File: config.mk
export PLATFORM = sky130hd
export DESIGN_NAME = tcam_core_flat
export DESIGN_NICKNAME = d
export VERILOG_FILES = /design/src/rtl/tcam_if.sv /design/src/rtl/tcam_core.sv /design/src/flat_wrapper.sv
export SDC_FILE = /design/constraint.sdc
export NUM_CORES = 1
export LEC_CHECK = 0
export ABC_AREA = 1
export CAP_MARGIN = 40
export CORE_MARGIN = 2
export CORE_UTILIZATION = 45
export DETAILED_ROUTE_END_ITERATION = 8
export PLACE_DENSITY_LB_ADDON = 0.2
export SETUP_SLACK_MARGIN = 0.02
export SYNTH_ARGS = -nofsm -noshare
export SYNTH_HDL_FRONTEND = slang
export SYNTH_SLANG_ARGS = --single-unit
File: constraint.sdc
create_clock -name clk -period 3.8 [get_ports clk]
set_clock_uncertainty 0.1 [all_clocks]
set_input_delay 0.95 -clock clk [delete_from_list [all_inputs] [get_ports clk]]
set_output_delay 0.95 -clock clk [all_outputs]
set_load 0.02 [all_outputs]
File: src/rtl/tcam_if.sv
// rtl/tcam_if.sv - write/search strobe bus and registered result of the ternary CAM
//
// Ports carried:
//   we, waddr, data, search   driven by the requester (master)
//   saddr, sdata, found       registered search result from the CAM (slave)
interface tcam_if #(
  parameter int DEPTH = 16,
  parameter int WIDTH = 16
);
  localparam int AW = $clog2(DEPTH);

  logic             we;
  logic [AW-1:0]    waddr;
  logic [WIDTH-1:0] data;
  logic             search;
  logic [AW-1:0]    saddr;
  logic [WIDTH-1:0] sdata;
  logic             found;

  modport master (
    output we, waddr, data, search,
    input  saddr, sdata, found
  );

  modport slave (
    input  we, waddr, data, search,
    output saddr, sdata, found
  );
endinterface

File: src/rtl/tcam_core.sv
// rtl/tcam_core.sv - ternary CAM, lowest-index match, one-cycle registered search
//
// Ports:
//   clk           rising-edge clock
//   rstN          asynchronous active-low reset; clears words, valid bits, results
//   bus.we        write strobe: mem[waddr] <= data, entry becomes valid
//   bus.waddr     write address
//   bus.data      write word, or search key when bus.search=1
//   bus.search    search strobe; result registered on the same edge
//   bus.saddr     lowest matching index (0 when nothing matched)
//   bus.sdata     stored word at saddr, verbatim (0 when nothing matched)
//   bus.found     1 when the last search matched a valid entry
//
// X/Z bits in a stored word or in the key are wildcards, so this is a
// 4-state simulation model rather than something meant for silicon.
module tcam_core #(
  parameter int DEPTH = 16,
  parameter int WIDTH = 16
) (
  input  logic  clk,
  input  logic  rstN,
  tcam_if.slave bus
);
  localparam int AW = $clog2(DEPTH);

  logic [WIDTH-1:0] mem [0:DEPTH-1];
  logic [DEPTH-1:0] valid;

  logic [DEPTH-1:0] hit;
  logic             hit_any;
  logic [AW-1:0]    hit_idx;

  // A bit is a don't-care if either side is X or Z; otherwise it must be
  // identical. Case-equality is what lets X/Z be recognised at all.
  function automatic logic bit_match(input logic s, input logic k);
    return (s === 1'bx) || (s === 1'bz) ||
           (k === 1'bx) || (k === 1'bz) || (s === k);
  endfunction

  // Match vector is built from the contents before the clock edge, so a word
  // written on the same edge as a search is not yet visible to it.
  always_comb begin
    hit = '0;
    for (int i = 0; i < DEPTH; i++) begin
      logic all_bits;
      all_bits = 1'b1;
      for (int b = 0; b < WIDTH; b++) begin
        if (!bit_match(mem[i][b], bus.data[b])) all_bits = 1'b0;
      end
      hit[i] = valid[i] && all_bits;
    end
  end

  // Walk downwards so the lowest matching index is the one that sticks.
  always_comb begin
    hit_any = 1'b0;
    hit_idx = '0;
    for (int i = DEPTH - 1; i >= 0; i--) begin
      if (hit[i]) begin
        hit_any = 1'b1;
        hit_idx = AW'(i);
      end
    end
  end

  always_ff @(posedge clk or negedge rstN) begin
    if (!rstN) begin
      for (int i = 0; i < DEPTH; i++) mem[i] <= '0;
      valid     <= '0;
      bus.found <= 1'b0;
      bus.saddr <= '0;
      bus.sdata <= '0;
    end else begin
      if (bus.we) begin
        mem[bus.waddr]   <= bus.data;
        valid[bus.waddr] <= 1'b1;
      end
      if (bus.search) begin
        bus.found <= hit_any;
        bus.saddr <= hit_idx;
        bus.sdata <= hit_any ? mem[hit_idx] : '0;
      end
    end
  end
endmodule

File: src/flat_wrapper.sv
// flat-port wrapper written by rule: the top's interface ports become plain ports
module tcam_core_flat 
#(
  parameter int DEPTH = 16,
  parameter int WIDTH = 16
)
  (clk, rstN, bus_we, bus_waddr, bus_data, bus_search, bus_saddr, bus_sdata, bus_found);
  tcam_if #(.DEPTH(DEPTH), .WIDTH(WIDTH)) bus_i ();
  input  logic clk;
  input  logic rstN;
  input wire logic [$bits(bus_i.we)-1:0] bus_we;
  input wire logic [$bits(bus_i.waddr)-1:0] bus_waddr;
  input wire logic [$bits(bus_i.data)-1:0] bus_data;
  input wire logic [$bits(bus_i.search)-1:0] bus_search;
  output wire logic [$bits(bus_i.saddr)-1:0] bus_saddr;
  output wire logic [$bits(bus_i.sdata)-1:0] bus_sdata;
  output wire logic [$bits(bus_i.found)-1:0] bus_found;
  assign bus_i.we = bus_we;
  assign bus_i.waddr = bus_waddr;
  assign bus_i.data = bus_data;
  assign bus_i.search = bus_search;
  assign bus_saddr = bus_i.saddr;
  assign bus_sdata = bus_i.sdata;
  assign bus_found = bus_i.found;
  tcam_core #(.DEPTH(DEPTH), .WIDTH(WIDTH)) u_core (.clk(clk), .rstN(rstN), .bus(bus_i));
endmodule
; After elaboration in Yosys (flattened, before gate mapping)
; Index checks and enable logic that the tools add are counted.
[totals]
ff_bits = 293
input_bits = 24
out_inout_bits = 21
wordCells = 2167
[classes]
order_cmp = 5
n_eq_ne = 800
muxes = 297
n_bitwise = 3
n_reduce_logical = 1042
[op_table]
columns = cell, count
row1 = 1-bit logical OR, 1024
row2 = "1-bit case equality test, second input constant", 544
row3 = 1-bit 2-to-1 mux, 273
row4 = 256-bit bitwise mux, 1
row5 = 1-bit case equality test, 256
row6 = 16-bit binary-select mux with 4-bit select, 1
row7 = 16-bit demux with 4-bit select, 1
row8 = 16-bit 2-to-1 mux, 4
row9 = 4-bit 2-to-1 mux, 16
row10 = 1-bit logical AND, 18
row11 = 16-bit OR, 1
row12 = "5-bit greater-or-equal comparator, second input constant", 2
row13 = 4-bit inverter with 5-bit output, 2
row14 = "4-bit by 5-bit less-than comparator with 1-bit output, second input constant", 1
row15 = "5-bit by 1-bit less-than comparator with 1-bit output, second input constant", 1
row16 = 1-bit demux with 4-bit select, 1
row17 = "4-bit by 1-bit greater-or-equal comparator with 1-bit output, second input constant", 1

; Longest topological paths before layout
; Gate-level depths: netlist (run 1).
[depth]
ltp_word = 43
depth_mapped = 24
depth_no_buf = 22

; Least setup slack after synthesis (run 1)
; No wires, ideal clock.
[synth_path]
kind = input port to flip-flop
from = input port bus_search
to = register u_core.bus.sdata[0]
setup_time_ns = 0.066
arrival_time_ns = 1.911
required_time_ns = 3.634
slack_ns = 1.723
path_stages = 5
path_buffers = 1
cell_sequence = clkinv_1 a21oi_1 clkbuf_1 nand3_1 nand2_1
[synth_rtl]
columns = element, line_no
row1 = from (decl), flat_wrapper.sv:14  ; input wire logic [$bits(bus_i.search)-1:0] bus_search;
row2 = to (signal assigned), tcam_core.sv:81  ; bus.sdata <= hit_any ? mem[hit_idx] : '0;
row3 = to (decl), tcam_if.sv:27  ; output saddr, sdata, found

; Worst setup path in the final report (run 1)
[layout_path]
from = register u_core.valid[15]
to = register u_core.bus.sdata[10]
[layout_between]
elab_chain_len = 22
elab_cells_between_ends = 38
cone_classes = mux: 36 / bitwise: 1 / reduce/logical: 1
[layout_rtl]
columns = element, line_no
row1 = from (decl), tcam_core.sv:27  ; logic [DEPTH-1:0] valid;
row2 = from (signal assigned), tcam_core.sv:69  ; valid <= '0;
row3 = "from (signal, indexed assignment)", tcam_core.sv:76  ; valid[bus.waddr] <= 1'b1;
row4 = 1-bit logical AND (*), tcam_core.sv:50  ; hit[i] = valid[i] && all_bits;
row5 = 4-bit 2-to-1 mux (16 in a row), tcam_core.sv:59  ; if (hit[i]) begin
row6 = 4-bit inverter with 5-bit output (not written as such), tcam_core.sv:81
row7 = 16-bit binary-select mux with 4-bit select, tcam_core.sv:81
row8 = 16-bit 2-to-1 mux (not written as such) (2 in a row), tcam_core.sv:81
row9 = 16-bit 2-to-1 mux (*), tcam_core.sv:81
; Every way passes the cells marked *; elsewhere a longest branch is shown, timed or not. The select of a mux whose other input is x is not followed.
; A chain may end at the register's enable or synchronous reset.

==> out/metrics.cfg, run 1 <==
[synth]
avgSynthCellArea_um2=8.27
synth_edf_count=0
synth_nets=1617
synth_top_area_cell=dfrtp_1
yosysSeqAreaShare_pct=55.6
synth_cell_types=20
synth-seq-cells=293
syn_inst=1593
async_reset_ff_share_pct=100
synth_warnings=0
synth_top_cell_area_share_pct=55.6
synthTopCellsByArea=dfrtp_1 56%, nand3_1 14%, nand2_1 13%
yosys_most_used_dff=dfrtp_1
yosysMostFrequentCell=nand2_1
synth_area_um2=13200
synthTopCellsByCount=467 x nand2_1, 377 x nand3_1, 293 x dfrtp_1

[min_path]
worstHoldPathType=in2async

[routing]
wl_per_cell_um=20.0
vias=11400
drc_errors=0
ant_nets=0
drtIter0Drc=1265
firstDrtPassIters=6
routed_wl_um=39900
viasPerCell=5.73

[place]
finalWeightedCongestion=0.787
port_buffers=44
hpwl_um=21000

[final_layout]
drive_above_1_share_pct=6.59
num_antenna_cells=0
syn2layout_area_growth_pct=14.1
multiInputGateArea_um2=5070
fill_cells=2751
fin_nets=1607
regArea_um2=7330

[floorplanning]
num_rows=62
num_io_pins=45
core-area_um2=28800
start_util_pct=45.8
fp.dieH_um=175
die_w_um=175
die_area_um2=30700

[setup_path]
arrival_ns=3.06
startpoint_type=flip-flop
crit_required_ns=4.09
cp_max_fo=41
regToRegSetupSlack_ns=1.03
worstSetupPathType=reg2reg
critPathCaptureType=flip-flop

[clock_tree]
cts-root-buf=clkbuf_16
clockBufferDepth=3
numCtsBuffers=34
clkTransAtPathRegs_ns=0.06
h-tree-depth=2
clock_sinks=293
cts_tree=yes
post_cts_resized=0
clk_latency_ns=0.52
cts_hold_buf=0
postCtsSetupBuffers=0

[sta]
slew_headroom_pct=47.5
post-route-min-period_ns=2.77
finalSetupViolCount=0
period_share_pct=72.9
fmax_ghz=0.361
timing.setup.tns_ns=0
final_max_slew_viol_count=0
final_hold_viol_count=0
whs_ns=0.365
rsz0062_at_grt=false
worst_pin_slew_ns=0.787

[pwr]
power_leakage_nw=6.96
pwr_density_cell_nw_per_um2=556
irDropWorstVdd_mv=0.242

[global_routing]
first_global_vias=10900
grt_antenna_before_repair=0
overflow=0
grt_start_max_net_pins=129
grtUsageTotal_pct=26.7
grt_pass1_wl_um=63500

[status]
outcome=completed

[flow_run]
maxCapViolations=0

## routing by layer
metal / global-route usage [%] / up-vias / wire length, um
met3: 5.57 / 65 / 3580
met1: 38.9 / 5570 / 17900
met5: 0 / - / 0
li1: - / 5292 / -
met2: 40.4 / 478 / 17500
met4: 7.67 / 0 / 926
## final timing paths
kind                                                    end  cells past startpoint                       startpoint
setup / recovery           u_core.bus.sdata[10]$_DFFE_PN0P_                     14     u_core.valid[15]$_DFFE_PN0P_
hold / removal                  u_core.mem[131]$_DFFE_PN0P_                      1                             rstN
setup reg to reg           u_core.bus.sdata[10]$_DFFE_PN0P_                     14     u_core.valid[15]$_DFFE_PN0P_
hold reg to reg             u_core.bus.sdata[3]$_DFFE_PN0P_                      2  u_core.bus.sdata[3]$_DFFE_PN0P_
max in group asynchronous       u_core.mem[237]$_DFFE_PN0P_                      2                             rstN
min in group clk            u_core.bus.sdata[3]$_DFFE_PN0P_                      2  u_core.bus.sdata[3]$_DFFE_PN0P_
## metrics by stage
| step | total power (W) | instance area (um2) | worst slack [ns] | instances | utilization, % |
|---|---|---|---|---|---|
| finish | 0.00836 | 15000 | 1.03 | 1992 | 52.3 |
| global route | 0.00881 | 15000 | 0.756 | 1992 | 52.3 |
| detailed placement | 0.00514 | 13900 | 0.906 | 1931 | 48.3 |
| floorplan | 0.00473 | 13200 | 1.72 | 1593 | - |
| CTS | 0.00842 | 15000 | 1.03 | 1992 | 52.3 |
| global placement | 0.00508 | 13900 | 0.976 | 1931 | 48.3 |
## critical path, stage by stage, from the launching register on
cell and delay, ns:
dfrtp_1 0.40, nor2_1 0.15, o311ai_0 0.12, nand3_1 0.09, nand3_1 0.06, nand2_1 0.07, nand3_1 0.08, nand3_2 0.09
buf_4 0.33, buf_4 0.58, nand3_1 0.18, nand3_1 0.14, nand3_1 0.10, nand3_1 0.10, nand2_1 0.05
## final cells by class
cell class,count,share of cell area (%)
sequential,293,48.8
multi-input combinational,1124,33.7
clock buffer,52,7.26
timing repair buffer,84,5.54
tap,384,3.19
inverter,46,1.16
clock inverter,9,0.358
## cell families (layout without fill, tap and decap cells)
group           after synthesis  after routing  share of synthesized area [%]
compound gates              264            264                           10.1
buf+inv                     176            191                           6.12
flops                       293            293                           55.6
simple gates                860            860                           28.2
## flip-flops by register name, indices dropped and copies added, names as in the netlist
signal / cells
u_core.bus.found: 1
u_core.mem: 256
u_core.bus.sdata: 16
u_core.bus.saddr: 4
u_core.valid: 16
## cell usage in the layout (no fill, tap or decap)
| cell | netlist | final |
|---|---|---|
| nand3_1 | 377 | 376 |
| nor3_1 | 1 | 1 |
| clkinvlp_4 | 0 | 2 |
| buf_12 | 0 | 7 |
| inv_6 | 0 | 1 |
| clkbuf_8 | 0 | 11 |
| a21oi_4 | 0 | 1 |
| buf_8 | 0 | 1 |
| clkinv_1 | 2 | 2 |
| nand3_2 | 0 | 1 |
| dfrtp_1 | 293 | 293 |
| inv_1 | 43 | 42 |
| a21oi_2 | 0 | 1 |
| clkbuf_1 | 87 | 4 |
| nand2_1 | 467 | 467 |
| a21o_1 | 1 | 1 |
| nor2_2 | 1 | 1 |
| buf_4 | 3 | 33 |
| clkbuf_16 | 0 | 37 |
| o311ai_0 | 1 | 1 |
| clkdlybuf4s50_1 | 0 | 43 |
| inv_4 | 0 | 1 |
| clkinv_2 | 0 | 6 |
| o21ai_0 | 260 | 260 |
| inv_2 | 1 | 1 |
| nor4_1 | 2 | 2 |
| nor2_1 | 10 | 10 |
| nand2_4 | 0 | 2 |
## report_power, final
group	switching, W	total (W)	internal, W
sequential	0.000329	0.00404	0.00371
clock	0.00129	0.00328	0.00198
combinational	0.000594	0.00105	0.000452
total	0.00221	0.00836	0.00615
Power figures use the tool's default switching activity.
==> inputs of run 2 (changes only) <==
- clock period: 3.8 -> 2.55 ns (I/O delays scaled with it)
==> out/metrics.cfg, run 2 (synthesis results as in run 1) <==
[sta]
worst_pin_slew_ns=0.535  ; was 0.787 ns
final_max_slew_viol_count=0  ; unchanged
final_hold_viol_count=0  ; unchanged
period_share_pct=96.6
timing.setup.tns_ns=0  ; unchanged
finalSetupViolCount=0  ; unchanged
post-route-min-period_ns=2.46
rsz0062_at_grt=true  ; was false
slew_headroom_pct=64.4  ; was 47.5%
fmax_ghz=0.406

[global_routing]
overflow=0  ; unchanged
grt_start_max_net_pins=72  ; was 129
grt_pass1_wl_um=63800  ; was 63500 um
grtUsageTotal_pct=26.7  ; about the same
first_global_vias=10900  ; about the same
grt_antenna_before_repair=0  ; unchanged

[floorplanning]
core-area_um2=28800  ; unchanged
die_w_um=175  ; unchanged
fp.dieH_um=175  ; unchanged
num_rows=62  ; unchanged
die_area_um2=30700  ; unchanged
num_io_pins=45  ; unchanged
start_util_pct=45.8  ; unchanged

[setup_path]
crit_chain=clkdlybuf4s50_1  ; was nor2_1 > o311ai_0 > nand3_1 > nand3_1 > nand2_1 > nand3_1 > nand3_2 > buf_4 > buf_4 > nand3_1 > nand3_1 > nand3_1 > nand3_1 > nand2_1
cp_max_fo=2  ; was 41
path_buf_inv=1  ; was 2
max_stage_delay_ns=0.69  ; was 0.58 ns
arrival_ns=1.72  ; was 3.06 ns
startpoint_type=flip-flop  ; unchanged
worst_path_max_delay_cell=clkdlybuf4s50_1  ; was buf_4
cp_top_family=buffers and inverters  ; was simple AND/OR/NAND/NOR gates
crit_required_ns=1.81  ; was 4.09 ns
critPathCaptureType=primary output  ; was flip-flop
worstSetupPathType=reg2out  ; was reg2reg

[clock_tree]
h-tree-depth=1  ; was 2
cts_tree=yes  ; unchanged
clock_sinks=293  ; unchanged
cts-root-buf=clkbuf_16  ; unchanged
postCtsSetupBuffers=0  ; unchanged
clockBufferDepth=3  ; unchanged
clk_latency_ns=0.56  ; was 0.52 ns
numCtsBuffers=31  ; was 34
clkTransAtPathRegs_ns=0.06  ; about the same

[routing]
top_layer=met4  ; unchanged
drtIter0Drc=1224  ; was 1265
wl_met1_um=17900  ; about the same
ant_nets=0  ; unchanged
wl_per_cell_um=19.8  ; was 20.0 um
wl_met3_um=2630  ; was 3580 um
firstDrtPassIters=5  ; was 6
routed_wl_um=39600  ; was 39900 um
vias=11400  ; about the same
viasPerCell=5.68  ; was 5.73
drc_errors=0  ; unchanged
wl_met2_um=18400  ; was 17500 um

[status]
outcome=completed  ; unchanged

[final_layout]
num_antenna_cells=0  ; unchanged
fill_cells=2735  ; was 2751
final_common_cell=nand2_1  ; unchanged
reg.largest.list=u_core.mem (256), u_core.bus.sdata (16), u_core.valid (16)  ; unchanged
final_cell_mix=467 x nand2_1, 376 x nand3_1, 293 x dfrtp_1  ; unchanged
largest_register=u_core.mem  ; unchanged
drive_above_1_share_pct=6.68  ; was 6.59%
syn2layout_area_growth_pct=15.9  ; was 14.1%
largest_register_ffs=256  ; unchanged
fin_nets=1622  ; was 1607
finish.utilization_pct=53.1  ; was 52.3%

[place]
finalWeightedCongestion=0.787  ; about the same
port_buffers=44  ; unchanged
hpwl_um=22100  ; was 21000 um

[pwr]
irDropWorstVdd_mv=0.640  ; was 0.242 mV
pwr_density_cell_nw_per_um2=777  ; was 556 nW/um2
power_leakage_nw=7.07  ; was 6.96 nW

[min_path]
worstHoldPathType=reg2reg  ; was in2async

[flow_run]
maxCapViolations=0  ; unchanged

[run 2: changes by cell type in the layout (fill, tap and decap cells not counted), sizes merged]
cell	change
buf	+17
clkinv	-5
clkbuf	-3
clkinvlp	-2
dlygate4sd3	+1
[run 2: repair_timing]
item | CTS | global route
endpoints found under the setup margin | 0 | 7
hold endpoints to repair | 49 | 0
hold buffers | 1 | 0
resized for setup | 0 | 4
[run 2: worst min-delay path, stage by stage (launching register included)]
cell and delay [ns]:
dfrtp_1 0.34, nand2_1 0.05, o21ai_0 0.06
[run 2: metal layers]
metal	track usage [%]	up-vias
met4	6.35	0
met2	42.9	422
met3	3.57	49
li1	-	5314
met5	0	-
met1	38.4	5575
[run 2: power breakdown]
group / total, W / leakage [nW] / internal [W] / switching, W
registers: 0.00604 / 3.67 / 0.00553 / 0.000510
logic: 0.00158 / 2.94 / 0.000691 / 0.000894
clock network: 0.00424 / 0.466 / 0.00247 / 0.00177
total: 0.0119 / 7.07 / 0.00869 / 0.00317
[run 2: layout make-up]
class                           count  area, um2  share of cell area [%]
Timing Repair Buffer              102       1260                    8.28
Multi-Input combinational cell   1124       5070                    33.2
Tap cell                          384        480                    3.15
Inverter                           46        175                    1.15
Clock buffer                       49        933                    6.11
Sequential cell                   293       7330                    48.0
Clock inverter                      2       13.8                  0.0901
[run 2: stage by stage]
step | cell area, um2 | hold WS, ns | power [W] | setup slack [ns] | cells
6_report | 15300 | 0.383 | 0.0119 | 0.0876 | 2000
5_1_grt | 15300 | 0.401 | 0.0125 | 0.0153 | 2000
4_1_cts | 15300 | 0.382 | 0.0119 | 0.0834 | 2000
3_5_place_dp | 14300 | 0.369 | 0.00769 | 0.122 | 1948
3_3_place_gp | 14300 | 0.365 | 0.00762 | 0.197 | 1948
2_1_floorplan | 13200 | 0.242 | 0.00704 | 0.568 | 1593
[run 2: final timing paths]
path | slack [ns] | to | cells after the start | start
worst max-delay path | 0.09 | bus_sdata[15] | 1 | u_core.bus.sdata[15]$_DFFE_PN0P_
worst min-delay path | 0.38 | u_core.mem[227]$_DFFE_PN0P_ | 2 | u_core.mem[227]$_DFFE_PN0P_
worst max register to register | 0.20 | u_core.bus.sdata[1]$_DFFE_PN0P_ | 22 | u_core.valid[14]$_DFFE_PN0P_
worst min register to register | 0.38 | u_core.mem[227]$_DFFE_PN0P_ | 2 | u_core.mem[227]$_DFFE_PN0P_
max in group asynchronous | 1.09 | u_core.mem[45]$_DFFE_PN0P_ | 3 | rstN
min in group asynchronous | 0.50 | u_core.mem[147]$_DFFE_PN0P_ | 2 | rstN
